--- config.mk ---
export PLATFORM = sky130hd
export DESIGN_NAME = lunar_lander_core
export DESIGN_NICKNAME = d
export VERILOG_FILES = /design/src/rtl/lunar_lander_core.sv
export SDC_FILE = /design/constraint.sdc
export NUM_CORES = 1
export LEC_CHECK = 0
export BUFFER_PORTS_ARGS = -buffer_cell sky130_fd_sc_hd__buf_4
export CAP_MARGIN = 20
export CORE_ASPECT_RATIO = 1.5
export CORE_MARGIN = 4
export CORE_UTILIZATION = 55
export CTS_CLUSTER_SIZE = 16
export DETAILED_ROUTE_END_ITERATION = 12
export PLACE_DENSITY = 0.73
export SKIP_CTS_REPAIR_TIMING = 1
export SYNTH_ARGS = -nofsm -noshare
export SYNTH_HDL_FRONTEND = slang
export SYNTH_SLANG_ARGS = --single-unit
--- constraint.sdc ---
create_clock -name clk_2 -period 12.22 [get_ports clk_2]
set_input_delay 1.833 -clock clk_2 [delete_from_list [all_inputs] [get_ports clk_2]]
set_output_delay 1.833 -clock clk_2 [all_outputs]
set_load 0.01 [all_outputs]
--- src/rtl/lunar_lander_core.sv ---
// lunar_lander_core
// Lunar-lander physics engine with an explicit flight state machine.
// Each un-held FLYING cycle advances one physics step:
//   fuel     <= fuel - min(burn, fuel)
//   velocity <= sat(velocity - GRAVITY + THRUST_GAIN*burn_eff)
//   altitude <= sat(altitude + velocity)   (old velocity)
// Touchdown (new altitude <= 0) ends the flight as LANDED or CRASHED
// depending on the impact speed.
//
// Ports:
//   clk_2        in   clock
//   reset        in   synchronous, active-low reset
//   start        in   IDLE -> FLYING request
//   hold         in   freezes the simulation while FLYING
//   burn         in   requested fuel units for this step
//   fuel         out  remaining fuel (registered)
//   velocity     out  signed velocity, positive = upward (registered)
//   altitude     out  altitude (registered)
//   state        out  0 IDLE, 1 FLYING, 2 LANDED, 3 CRASHED
//   flight_time  out  FLYING steps taken, saturating
//   landed       out  state == LANDED
//   crashed      out  state == CRASHED
//   fuel_empty   out  fuel == 0 (combinational)
module lunar_lander_core #(
    parameter int NBITS_FUEL  = 8,
    parameter int NBITS_VEL   = 12,
    parameter int NBITS_ALT   = 12,
    parameter int NBITS_BURN  = 7,
    parameter int NBITS_TIME  = 8,
    parameter int FUEL_INIT   = 120,
    parameter int VEL_INIT    = -50,
    parameter int ALT_INIT    = 500,
    parameter int GRAVITY     = 5,
    parameter int THRUST_GAIN = 1,
    parameter int SAFE_VEL    = 10
) (
    input  logic                         clk_2,
    input  logic                         reset,
    input  logic                         start,
    input  logic                         hold,
    input  logic [NBITS_BURN-1:0]        burn,
    output logic [NBITS_FUEL-1:0]        fuel,
    output logic signed [NBITS_VEL-1:0]  velocity,
    output logic [NBITS_ALT-1:0]         altitude,
    output logic [1:0]                   state,
    output logic [NBITS_TIME-1:0]        flight_time,
    output logic                         landed,
    output logic                         crashed,
    output logic                         fuel_empty
);

    // All intermediate physics runs at this width so that the sum and the
    // thrust product can never overflow before being saturated.
    localparam int WIDE = 64;

    localparam logic signed [WIDE-1:0] VEL_MAX = (64'sd1 <<< (NBITS_VEL - 1)) - 64'sd1;
    localparam logic signed [WIDE-1:0] VEL_MIN = -(64'sd1 <<< (NBITS_VEL - 1));
    localparam logic signed [WIDE-1:0] ALT_MAX = (64'sd1 <<< NBITS_ALT) - 64'sd1;
    localparam logic signed [WIDE-1:0] SAFE_W  = WIDE'(SAFE_VEL);

    typedef enum logic [1:0] {
        IDLE    = 2'd0,
        FLYING  = 2'd1,
        LANDED  = 2'd2,
        CRASHED = 2'd3
    } state_t;

    state_t                        state_q;
    state_t                        state_d;
    logic [NBITS_FUEL-1:0]         fuel_d;
    logic signed [NBITS_VEL-1:0]   vel_d;
    logic [NBITS_ALT-1:0]          alt_d;
    logic [NBITS_TIME-1:0]         time_d;

    logic [NBITS_FUEL-1:0]         burn_eff;
    logic signed [WIDE-1:0]        vel_w;
    logic signed [WIDE-1:0]        burn_w;
    logic signed [WIDE-1:0]        v_sum;
    logic signed [WIDE-1:0]        a_sum;
    logic signed [NBITS_VEL-1:0]   v_sat;
    logic [NBITS_ALT-1:0]          alt_step;
    logic [NBITS_TIME-1:0]         time_inc;
    logic                          touchdown;
    logic                          impact_safe;

    // Physics datapath for one step, always computed from the current
    // register values; the FSM decides whether the result is committed.
    always_comb begin
        burn_eff = (WIDE'(burn) < WIDE'(fuel)) ? NBITS_FUEL'(burn) : fuel;

        vel_w  = WIDE'(velocity);
        burn_w = $signed(WIDE'(burn_eff));
        v_sum  = vel_w - WIDE'(GRAVITY) + WIDE'(THRUST_GAIN) * burn_w;
        a_sum  = $signed(WIDE'(altitude)) + vel_w;

        if (v_sum > VEL_MAX) begin
            v_sat = NBITS_VEL'(VEL_MAX);
        end else if (v_sum < VEL_MIN) begin
            v_sat = NBITS_VEL'(VEL_MIN);
        end else begin
            v_sat = NBITS_VEL'(v_sum);
        end

        // Only reached when a_sum is positive, so the upper clamp suffices.
        alt_step = (a_sum > ALT_MAX) ? NBITS_ALT'(ALT_MAX) : NBITS_ALT'(a_sum);

        time_inc = (flight_time == '1) ? flight_time
                                       : flight_time + NBITS_TIME'(1);

        touchdown   = (a_sum <= 64'sd0);
        impact_safe = (vel_w <= SAFE_W) && (vel_w >= -SAFE_W);
    end

    // Next-state logic: everything holds unless the FSM is flying un-held.
    // On touchdown the impact velocity and fuel are kept, no burn applied.
    always_comb begin
        state_d = state_q;
        fuel_d  = fuel;
        vel_d   = velocity;
        alt_d   = altitude;
        time_d  = flight_time;

        case (state_q)
            IDLE: begin
                if (start) begin
                    state_d = FLYING;
                end
            end
            FLYING: begin
                if (!hold) begin
                    time_d = time_inc;
                    if (touchdown) begin
                        alt_d   = '0;
                        state_d = impact_safe ? LANDED : CRASHED;
                    end else begin
                        fuel_d = fuel - burn_eff;
                        vel_d  = v_sat;
                        alt_d  = alt_step;
                    end
                end
            end
            LANDED: begin
            end
            CRASHED: begin
            end
        endcase
    end

    // State and physics registers with synchronous active-low reset.
    always_ff @(posedge clk_2) begin
        if (!reset) begin
            state_q     <= IDLE;
            fuel        <= NBITS_FUEL'(FUEL_INIT);
            velocity    <= NBITS_VEL'(VEL_INIT);
            altitude    <= NBITS_ALT'(ALT_INIT);
            flight_time <= '0;
        end else begin
            state_q     <= state_d;
            fuel        <= fuel_d;
            velocity    <= vel_d;
            altitude    <= alt_d;
            flight_time <= time_d;
        end
    end

    assign state      = state_q;
    assign landed     = (state_q == LANDED);
    assign crashed    = (state_q == CRASHED);
    assign fuel_empty = (fuel == '0);

endmodule

# Yosys cells after proc, flatten, opt, wreduce, memory -nomap -nowiden
# Cells that the tools add are included.
[word_totals]
reg_bits = 42
inputBits = 11
out_inout_bits = 45
[op_classes]
n_lt_le_gt_ge = 7
bitwise = 3
n_reduce_logical = 8
eq_ne = 7
add_sub_neg = 5
mux = 10
[op_table]
columns = ["cell", "n"]
rows = [
  ["$mux W12", 4],
  ["$add A13 B12 Y14", 1],
  ["$add A13 B9 Y14", 1],
  ["$gt A14 B12 Y1 const B", 1],
  ["$gt A14 B13 Y1 const B", 1],
  ["$le A14 B1 Y1 const B", 1],
  ["$lt A14 B12 Y1 const B", 1],
  ["$sub A12 B4 Y13 const B", 1],
  ["$ge A12 B5 Y1 const B", 1],
  ["$le A12 B5 Y1 const B", 1],
  ["$add A8 B1 Y8 const B", 1],
  ["$eq A8 B8 Y1 const B", 1],
  ["$logic_not A8 Y1", 1],
  ["$lt A7 B8 Y1", 1],
  ["$mux W8", 1],
  ["$sub A8 B8 Y8", 1],
  ["$mux W2", 3],
  ["$ne A2 B2 Y1 const B", 3],
  ["$reduce_and A3 Y1", 2],
  ["$eq A2 B2 Y1 const B", 2],
  ["$pmux W2 S2", 1],
  ["$reduce_and A4 Y1", 1],
  ["$not A1 Y1", 3],
  ["$eq A2 B1 Y1 const B", 1],
  ["5 further kinds", 5],
]

# Longest topological paths before layout
# Gate-level depths: netlist of the first run.
[logic_depth]
ltp_word = 6
mapped_depth = 25

# Worst setup path before layout of the first run
# Ideal clock, no wire load.
[synth_path]
path_type = "input port to flip-flop"
from = "in burn[5]"
to = "reg velocity[1]"
setup_time_ns = 0.106
t_arrival_ns = 6.208
required_time_ns = 12.114
setup_slack_ns = 5.907
path_stages = 17
path_cell_list = "ha_1 > a211o_1 > a22o_1 > a21oi_1 > clkbuf_1 > clkbuf_1 > nor2_1 > a21o_1 > ha_1 > ha_1 > a211oi_1 > o21ai_0 > a2111oi_0 > nor3_1 > o311ai_0 > inv_1 > o311ai_0"
[synth_between]
elab_chain_len = 6
elab_cells_between_ends = 7
classes_between = "add/sub (1); order compare (3); mux (3)"
[synth_rtl]
columns = ["element", "line", "rtl"]
rows = [
  ["start, declared", "41", "input logic [NBITS_BURN-1:0] burn,"],
  ["$lt A7 B8 Y1", "89", "burn_eff = (WIDE'(burn) < WIDE'(fuel)) ? NBITS_FUEL'(burn) : fuel;"],
  ["$mux W8 *", "89", ""],
  ["$add A13 B9 Y14 *", "93", "v_sum = vel_w - WIDE'(GRAVITY) + WIDE'(THRUST_GAIN) * burn_w;"],
  ["$lt A14 B12 Y1", "98", "end else if (v_sum < VEL_MIN) begin"],
  ["$mux W12", "98", ""],
  ["$mux W12 *", "96", "if (v_sum > VEL_MAX) begin"],
  ["end signal, assigned", "154", "velocity <= NBITS_VEL'(VEL_INIT);"],
  ["end signal, assigned", "160", "velocity <= vel_d;"],
  ["end, declared", "43", "output logic signed [NBITS_VEL-1:0] velocity,"],
]
# Every way passes the cells marked *; elsewhere a longest branch is shown, timed or not.
# A chain may end at the register's enable or synchronous reset.

# Worst setup path after layout of the first run
[layout_path]
from = "in burn[5]"
to = "reg velocity[10]"
# The elaborated chain is that of the path after synthesis.

==> results_dict.tcl, run 1 <==
set metrics [dict create \
    hold_viol 0 \
    rsz0062_at_grt "false" \
    end_kind "flop" \
    synth-main-ff-cell "dfxtp_1" \
    finClkSkew_ns 0.00602 \
    ant_nets 0 \
    async_flop_share_pct 0 \
    p_seq_share_pct 18.2 \
    synth_fp_nets 584 \
    worstMarginPinSlew_ns 1.09 \
    crit_type "input port to flop" \
    path_max_fanout 29 \
    cts_tree "built" \
    ioPinCount 56 \
    drt_wl_total_mm 10.4 \
    grt_pass1_vias 3757 \
    avgSynthCellArea_um2 7.68 \
    sw_frac_of_total_pct 49.2 \
    syn_inst 525 \
    n_antenna_cell 0 \
    ctsRootBufferMaster "clkbuf_8" \
    grt_max_degree 40 \
    gp_congestion 0.884 \
    fp.dieH_um 113 \
    clk_pin_slew_ns 0.09 \
    clock_path_buffers 2 \
    dr.pass1.iters 4 \
    viasPerCell 5.88 \
    core_mm2 0.00718 \
    power.density_mw_per_mm2 247 \
    ys_ff_latch 42 \
    syn-cell-area_mm2 0.00403 \
    leakage_nw 2.11 \
    synth.distinct_cells 68 \
    avgRoutedWirePerCell_um 15.5 \
    run_status "complete, no violations" \
    antenna_found_initial 0 \
    hp-class "flop to flop" \
    p_clk_share_pct 11.8 \
    drt_iter0_drc 184 \
    min_period_over_period_pct 58.3 \
    placement.io_buffers 55 \
    r2r_setup_slack_ns 6.21 \
    hold_ws_ns 0.498 \
    arrival_ns 7.36 \
    layout_setup_ws_ns 5.09 \
    r2r-start "fuel[5]" \
    p_switching_mw 0.564 \
    period_needed_ns 7.13 \
    setup_tns_ns 0 \
    ys_warn_count 0 \
    peakVddDrop_mv 0.256 \
    area_growth_pct 15.1 \
    mostFrequentLayoutCells "nand2_1 (65), buf_4 (57), ha_1 (46)" \
    timing.fmax_ghz 0.140 \
    clkSinkCount 42 \
    drv_cap 0 \
    drive_gt1_share_pct 15.2 \
    nNetsFinal 631 \
    min_path_cells 2 \
    initial_core_util_pct 56.2 \
    hpwl_mm 8.01 \
    r2r_end "velocity[10]" \
    hp-start "altitude[3]" \
    track_usage_pct 24.2 \
    yosysSeqAreaShare_pct 20.9 \
    htreeDepth 2 \
    grt_pass1_wl_mm 17.5 \
    r2r_cells 18 \
    drc 0 \
    vias 3958 \
    dieArea_mm2 0.00879 \
    slew_headroom_pct 27.4 \
    fp.dieW_um 77.9 \
    cts_inserted_buffers 5 \
    core.rowCount 38 \
    clock_latency_ns 0.30 \
    internal-power_mw 0.582 \
    final_common_cell "nand2_1" \
    utilization_pct 64.7 \
    start_kind "input port" \
    hold_end "altitude[3]" \
    maxSlewViolCount 0 \
    p_comb_share_pct 70.0 \
    required_ns 12.46 \
    synth_edf_count 0 \
    dp_worst_setup_slack_ns 4.90 \
    finalSetupViolations 0 \
    overflow 0 \
]
registers in the layout (all words and copies together), names as in the netlist:
name / cells
altitude: 12
velocity: 12
flight_time: 8
fuel: 8
state: 2
power groups by stage:
| stage | Clock (mW) | Combinational (mW) | Sequential (mW) |
|---|---|---|---|
| 3_3_place_gp | 0 | 0.777 | 0.211 |
| 2_1_floorplan | 0 | 0.597 | 0.213 |
| 6_report | 0.135 | 0.803 | 0.208 |
| 3_5_place_dp | 0 | 0.790 | 0.211 |
| 4_1_cts | 0.138 | 0.797 | 0.208 |
| 5_1_grt | 0.143 | 0.897 | 0.214 |
worst max-delay path by stage:
stage | endpoint | cells past startpoint | start
floorplan | velocity[1] | 17 | burn[5]
global placement | velocity[1] | 17 | burn[5]
detailed placement | velocity[10] | 18 | burn[5]
CTS | velocity[10] | 18 | burn[5]
global route | velocity[8] | 18 | burn[5]
finish | velocity[10] | 18 | burn[5]
per-stage QoR:
| step | std cells | power [mW] | area, um^2 |
|---|---|---|---|
| global placement | 665 | 0.988 | 4510 |
| floorplan | 525 | 0.810 | 4030 |
| global route | 673 | 1.25 | 4640 |
| finish | 673 | 1.15 | 4640 |
| CTS | 673 | 1.14 | 4640 |
| detailed placement | 665 | 1.00 | 4510 |
critical path, cell delays in order:
cell       delay [ns]
buf_4            0.13
ha_1             0.30
a211o_1          0.29
a22o_1           0.26
a21oi_2          0.79
nor2_1           0.09
a21o_1           0.21
ha_1             0.29
ha_1             0.31
a211oi_1         0.31
o21ai_0          0.18
a2111oi_0        0.73
nor3_1           0.14
o311ai_0         0.74
inv_1            0.33
o21ai_0          0.23
nand2_1          0.09
o211ai_2         0.09
synth_stat cells, types with 6 or more instances:
master | number | share of area, %
a211oi_1 | 6 | 1.1
nor3_1 | 6 | 0.74
nand4_1 | 6 | 0.93
inv_1 | 36 | 3.4
xnor2_1 | 15 | 3.3
a21o_1 | 10 | 1.9
o211ai_1 | 15 | 2.8
nand2_1 | 65 | 6.1
and3_1 | 6 | 0.93
nor2_1 | 31 | 2.9
nand3_1 | 19 | 2.4
ha_1 | 46 | 14
nor2b_1 | 11 | 1.7
dfxtp_1 | 42 | 21
and2_1 | 13 | 2.0
a21oi_1 | 34 | 4.2
o21a_1 | 6 | 1.1
o21ai_0 | 41 | 5.1
xor2_1 | 13 | 2.8
clkbuf_1 | 12 | 1.1
final cells by class:
type	count	area, um^2
flip-flops and latches	42	841
repair buffers	57	428
clock buffers	5	68.8
fillers	655	2540
inverters	37	139
clock inverters	3	68.8
multi-input cells	429	2970
well taps	100	125
cell families after synthesis:
group	Yosys count	synth area share, %
AND/OR/NAND/NOR	178	22.0
multiplexers	5	1.33
adder cells (fa/ha/maj)	49	15.5
AO/OA/AOI/OAI	168	28.6
XOR/XNOR	28	6.08
other	1	0.0930
flip-flops	42	20.9
buffers and inverters	54	5.52
routing by layer:
metal | share of wire [%] | vias up | global-route usage, %
met4 | 3.0 | 0 | 11.3
met2 | 50 | 101 | 42.2
li1 | - | 1996 | -
met5 | 0 | - | 0
met1 | 43 | 1839 | 29.1
met3 | 3.6 | 22 | 3.34
Power figures use the tool's default switching activity.
==> inputs of run 2 (changes only) <==
clock period = 7.4 ns   (was 12.22 ns; I/O delays follow)
==> run 2 against run 1 <==
- first-iteration DRC count down 25%
- clock-buffer cell count unchanged
- clock skew rose by 0.0018 ns
- global-route usage rose by 0.80 points
- worst setup slack lost 3.5 ns
- design area is 0.78% lower
- worst hold slack got worse by 0.0072 ns
- critical endpoint is now velocity[1]
- largest cell class unchanged
- largest power group unchanged
==> results_dict.tcl, run 2 (synthesis gave the netlist of run 1 again) <==
set metrics [dict create \
    run_status "complete, no violations" \
    final_common_cell "nand2_1" \
    track_usage_pct 25.0 \
    rsz0062_at_grt "false" \
    crit_path_end "velocity[1]" \
    r2r_end "velocity[1]" \
    mostFrequentLayoutCells "nand2_1 (65), buf_4 (58), ha_1 (46)" \
    drive_gt1_share_pct 15.3 \
    ant_nets 0 \
    fin_area_mm2 0.00461 \
    required_ns 7.59 \
    n_antenna_cell 0 \
    cts_tree "built" \
    grt_pass1_vias 3886 \
    path_max_fanout 20 \
    htreeDepth 2 \
    arrival_ns 6.04 \
    clkSinkCount 42 \
    end_kind "flop" \
    slew_headroom_pct 49.1 \
    fin_cells 674 \
    gp_congestion 0.879 \
    cpMaxStageDelayCell "a2111oi_0" \
    hold_viol 0 \
    crit_type "input port to flop" \
    viasPerCell 5.90 \
    placement.io_buffers 55 \
    critPathMaxStageDelay_ns 0.71 \
    min_period_over_period_pct 79.1 \
    grt_pass1_wl_mm 18.0 \
    area_growth_pct 14.2 \
    drt_iter0_drc 138 \
    critPathBufInv 2 \
    path_cells "buf_4 > ha_1 > a211o_1 > a22o_1 > a21oi_2 > buf_4 > nand2_1 > o21a_1 > xor2_1 > ha_1 > a211oi_1 > o21ai_0 > a2111oi_0 > o41ai_1 > a2111oi_0 > a21oi_1 > nor2b_1 > o311ai_0" \
    power.density_mw_per_mm2 398 \
    clock_path_buffers 2 \
    leakage_nw 2.09 \
    cp.depth 18 \
    min_path_cells 2 \
    n_fill_cell 672 \
    dr.pass1.iters 4 \
    multi_input_area_mm2 0.00297 \
    cp_top_family "compound AO/OA/AOI/OAI gates" \
    top_regs "altitude x12, velocity x12" \
    worstMarginPinSlew_ns 0.744 \
    startpoint "burn[5]" \
    r2r-start "fuel[5]" \
    avgRoutedWirePerCell_um 15.6 \
    initial_core_util_pct 56.2 \
    fp.dieH_um 113 \
    core_mm2 0.00718 \
    drt_wl_total_mm 10.5 \
    grt_max_degree 40 \
    placed_area_mm2 0.00451 \
    dieArea_mm2 0.00879 \
    clk_pin_slew_ns 0.09 \
    r2r_setup_slack_ns 1.94 \
    peakVddDrop_mv 0.284 \
    hp-class "flop to flop" \
    ctsRootBufferMaster "clkbuf_8" \
    r2r_cells 18 \
    placed_cells 666 \
    hpwl_mm 8.22 \
    setup_tns_ns 0 \
    utilization_pct 64.2 \
    maxSlewViolCount 0 \
    timing.fmax_ghz 0.171 \
    vias 3974 \
    layout_setup_ws_ns 1.55 \
    dp_worst_setup_slack_ns 1.30 \
    clock_latency_ns 0.31 \
    seqCellArea_um2 841 \
    p_total_mw 1.83 \
    nNetsFinal 632 \
    period_needed_ns 5.85 \
    core.rowCount 38 \
    fp.dieW_um 77.9 \
    cts_inserted_buffers 5 \
    finClkSkew_ns 0.00781 \
    finalSetupViolations 0 \
    hold_ws_ns 0.491 \
    overflow 0 \
    drv_cap 0 \
    start_kind "input port" \
    ioPinCount 56 \
    drc 0 \
    antenna_found_initial 0 \
]
-- run 2: changes by cell type in the layout (fill, tap and decap cells not counted), sizes merged --
| cell | previous run | this run |
|---|---|---|
| bufinv | 2 | 0 |
| clkinvlp | 0 | 1 |
| buf | 57 | 58 |
| inv | 36 | 37 |
-- run 2: final cells by class --
type | instances | area share [%]
timing repair buffer | 58 | 9.45
sequential | 42 | 18.3
inverter | 37 | 3.01
tap | 100 | 2.72
multi-input combinational | 429 | 64.5
clock inverter | 3 | 0.543
clock buffer | 5 | 1.49
-- run 2: metal layers --
metal	track usage, %	share of wire, %
met1	29.3	42
met2	43.0	49
met3	3.42	4.2
met4	14.7	5.0
met5	0	0
-- run 2: how the worst min path moves through the flow --
stage             endpoint  slack [ns]         from
5_1_grt        altitude[0]        0.54  altitude[0]
6_report       altitude[0]        0.49  altitude[0]
3_5_place_dp   altitude[0]        0.48  altitude[0]
2_1_floorplan  altitude[3]        0.50  altitude[3]
4_1_cts        altitude[0]        0.50  altitude[0]
3_3_place_gp   altitude[0]        0.48  altitude[0]
-- run 2: worst register-to-register path, stage by stage (launching register included) --
cell and delay (ns):
dfxtp_1 0.42, inv_1 0.12, ha_1 0.31, a211o_1 0.30, a22o_1 0.26, a21oi_2 0.31, buf_4 0.30, nand2_1 0.12
o21a_1 0.13, xor2_1 0.14, ha_1 0.27, a211oi_1 0.31, o21ai_0 0.18, a2111oi_0 0.71, o41ai_1 0.22, a2111oi_0 0.47
a21oi_1 0.26, nor2b_1 0.22, o311ai_0 0.30
-- run 2: power by group --
group          internal (mW)  total, mW  switching (mW)
combinational          0.553       1.33           0.777
sequential             0.276      0.345          0.0684
clock                 0.0681      0.157          0.0889
==> inputs of run 3 (changes only) <==
ABC_AREA = 1   (was unset)
CORE_UTILIZATION = 53   (was 55)
PLACE_DENSITY = 0.74   (was 0.73)
clock period = 5.3 ns   (was 7.4 ns; I/O delays follow)
==> run 3 against run 2 <==
- critical path depth up 5
- sequential share of layout area up 0.085 points
- via count up 9.6%
- highest routed layer unchanged
- die area up 2.4%
- first-iteration DRC count up 50%
- design area down 0.46%
- critical endpoint is now velocity[6]
- routed wire length up 10%
==> results_dict.tcl, run 3 <==
set metrics [dict create \
    period_needed_ns 4.32 \
    post-synth-top-count-cell "nand2_1" \
    start_kind "input port" \
    hp-class "flop to flop" \
    cts_tree "built" \
    drt_wl_total_mm 11.6 \
    track_usage_pct 26.7 \
    nNetsFinal 753 \
    finalSetupViolations 0 \
    avgSynthCellArea_um2 6.22 \
    ys_ff_latch 42 \
    run_status "complete, no violations" \
    cts_inserted_buffers 5 \
    area_growth_pct 15.0 \
    finClkSkew_ns 0.00524 \
    path_max_fanout 13 \
    r2r_setup_slack_ns 1.08 \
    core_mm2 0.00727 \
    yosys.area.top_type_share_pct 21.1 \
    ctsRootBufferMaster "clkbuf_8" \
    hold_ws_ns 0.498 \
    min_period_over_period_pct 81.6 \
    synth-main-ff-cell "dfxtp_1" \
    crit_type "input port to flop" \
    arrival_ns 4.57 \
    grt_max_degree 29 \
    synth_edf_count 0 \
    drv_cap 0 \
    mostFrequentLayoutCells "nand2_1 (175), inv_1 (106), buf_4 (55)" \
    clock_latency_ns 0.31 \
    setup_tns_ns 0 \
    gp_congestion 0.959 \
    htreeDepth 2 \
    syn-cell-area_mm2 0.00399 \
    synth_fp_nets 700 \
    n_antenna_cell 0 \
    netlist_top_cells_count "nand2_1 (175), inv_1 (106), a21oi_1 (52)" \
    synth.distinct_cells 40 \
    hpwl_mm 9.27 \
    r2r_cells 23 \
    required_ns 5.54 \
    avgRoutedWirePerCell_um 14.6 \
    synth.area.top_cells "dfxtp_1 (21%), nand2_1 (16%), ha_1 (14%), inv_1 (10%), a21oi_1 (6.5%)" \
    clk_pin_slew_ns 0.08 \
    vias 4354 \
    dr.pass1.iters 5 \
    hold_viol 0 \
    ioPinCount 56 \
    viasPerCell 5.48 \
    clock_path_buffers 2 \
    slew_headroom_pct 62.6 \
    initial_core_util_pct 54.8 \
    grt_pass1_vias 4340 \
    ant_nets 0 \
    async_flop_share_pct 0 \
    synth_top_area_cell "dfxtp_1" \
    drive_gt1_share_pct 12.0 \
    core.rowCount 38 \
    worstMarginPinSlew_ns 0.560 \
    timing.fmax_ghz 0.231 \
    r2r-start "fuel[4]" \
    yosysSeqAreaShare_pct 21.1 \
    syn_inst 641 \
    maxSlewViolCount 0 \
    fp.dieH_um 114 \
    drt_iter0_drc 207 \
    dieArea_mm2 0.00901 \
    startpoint "burn[5]" \
    overflow 0 \
    fp.dieW_um 78.8 \
    antenna_found_initial 0 \
    clkSinkCount 42 \
    drc 0 \
    final_common_cell "nand2_1" \
    top_regs "altitude x12, velocity x12" \
    r2r_end "velocity[6]" \
    crit_path_end "velocity[6]" \
    end_kind "flop" \
    placement.io_buffers 55 \
    rsz0062_at_grt "false" \
    ys_warn_count 0 \
    grt_pass1_wl_mm 19.2 \
]
-- run 3: kinds of logic (layout without fill, tap and decap cells) --
| kind of cell | Yosys count | count (layout) | share of synthesized area, % |
|---|---|---|---|
| xor+xnor | 13 | 13 | 2.85 |
| other cells | 1 | 1 | 0.0940 |
| fa+ha+maj | 48 | 48 | 15.4 |
| simple gates | 304 | 304 | 33.1 |
| flops | 42 | 42 | 21.1 |
| compound gates | 114 | 114 | 15.7 |
| buf+inv | 119 | 172 | 11.8 |
-- run 3: area by class of cell --
cell class	instances	area, um^2
fillers	743	2690
multi-input cells	480	2680
flip-flops and latches	42	841
inverters	110	415
repair buffers	55	413
well taps	100	125
clock buffers	6	82.6
clock inverters	1	30.0
-- run 3: layer usage --
layer / track usage (%) / up-vias / wire, um
li1: - / 2193 / -
met2: 50.8 / 147 / 5910
met4: 15.6 / 0 / 632
met3: 3.54 / 47 / 600
met1: 27.1 / 1967 / 4420
met5: 0 / - / 0
-- run 3: critical path, cell delays in order --
cell	delay, ns
buf_4	0.12
ha_1	0.30
a21o_1	0.17
a22oi_2	0.34
nand2_1	0.31
o21ai_0	0.35
inv_1	0.09
ha_1	0.19
inv_1	0.06
ha_1	0.16
inv_1	0.06
fa_1	0.41
inv_1	0.09
nand3_1	0.09
nand3_1	0.11
nand2_1	0.10
nand2_1	0.11
inv_1	0.05
nand2_1	0.11
inv_1	0.12
o21ai_0	0.26
a21oi_2	0.08
o21ai_1	0.08
-- run 3: stage by stage --
stage	setup WS, ns	std cells	util (%)	area (um^2)
floorplan	1.38	641	-	3990
global placement	0.980	787	61.5	4470
detailed placement	0.694	787	61.5	4470
CTS	1.02	794	63.0	4590
global route	0.512	794	63.0	4590
finish	0.977	794	63.0	4590
-- run 3: worst min path at each step --
stage | startpoint | depth (start not counted) | slack [ns] | endpoint
6_report | flight_time[6] | 1 | 0.50 | flight_time[6]
5_1_grt | flight_time[6] | 1 | 0.53 | flight_time[6]
4_1_cts | flight_time[6] | 1 | 0.50 | flight_time[6]
3_5_place_dp | flight_time[6] | 1 | 0.49 | flight_time[6]
3_3_place_gp | altitude[9] | 2 | 0.48 | altitude[9]
2_1_floorplan | flight_time[6] | 1 | 0.50 | flight_time[6]
Power of run 3 is not shown: default switching activity piles up to over one toggle a cycle in this logic, so the estimate is an artifact.
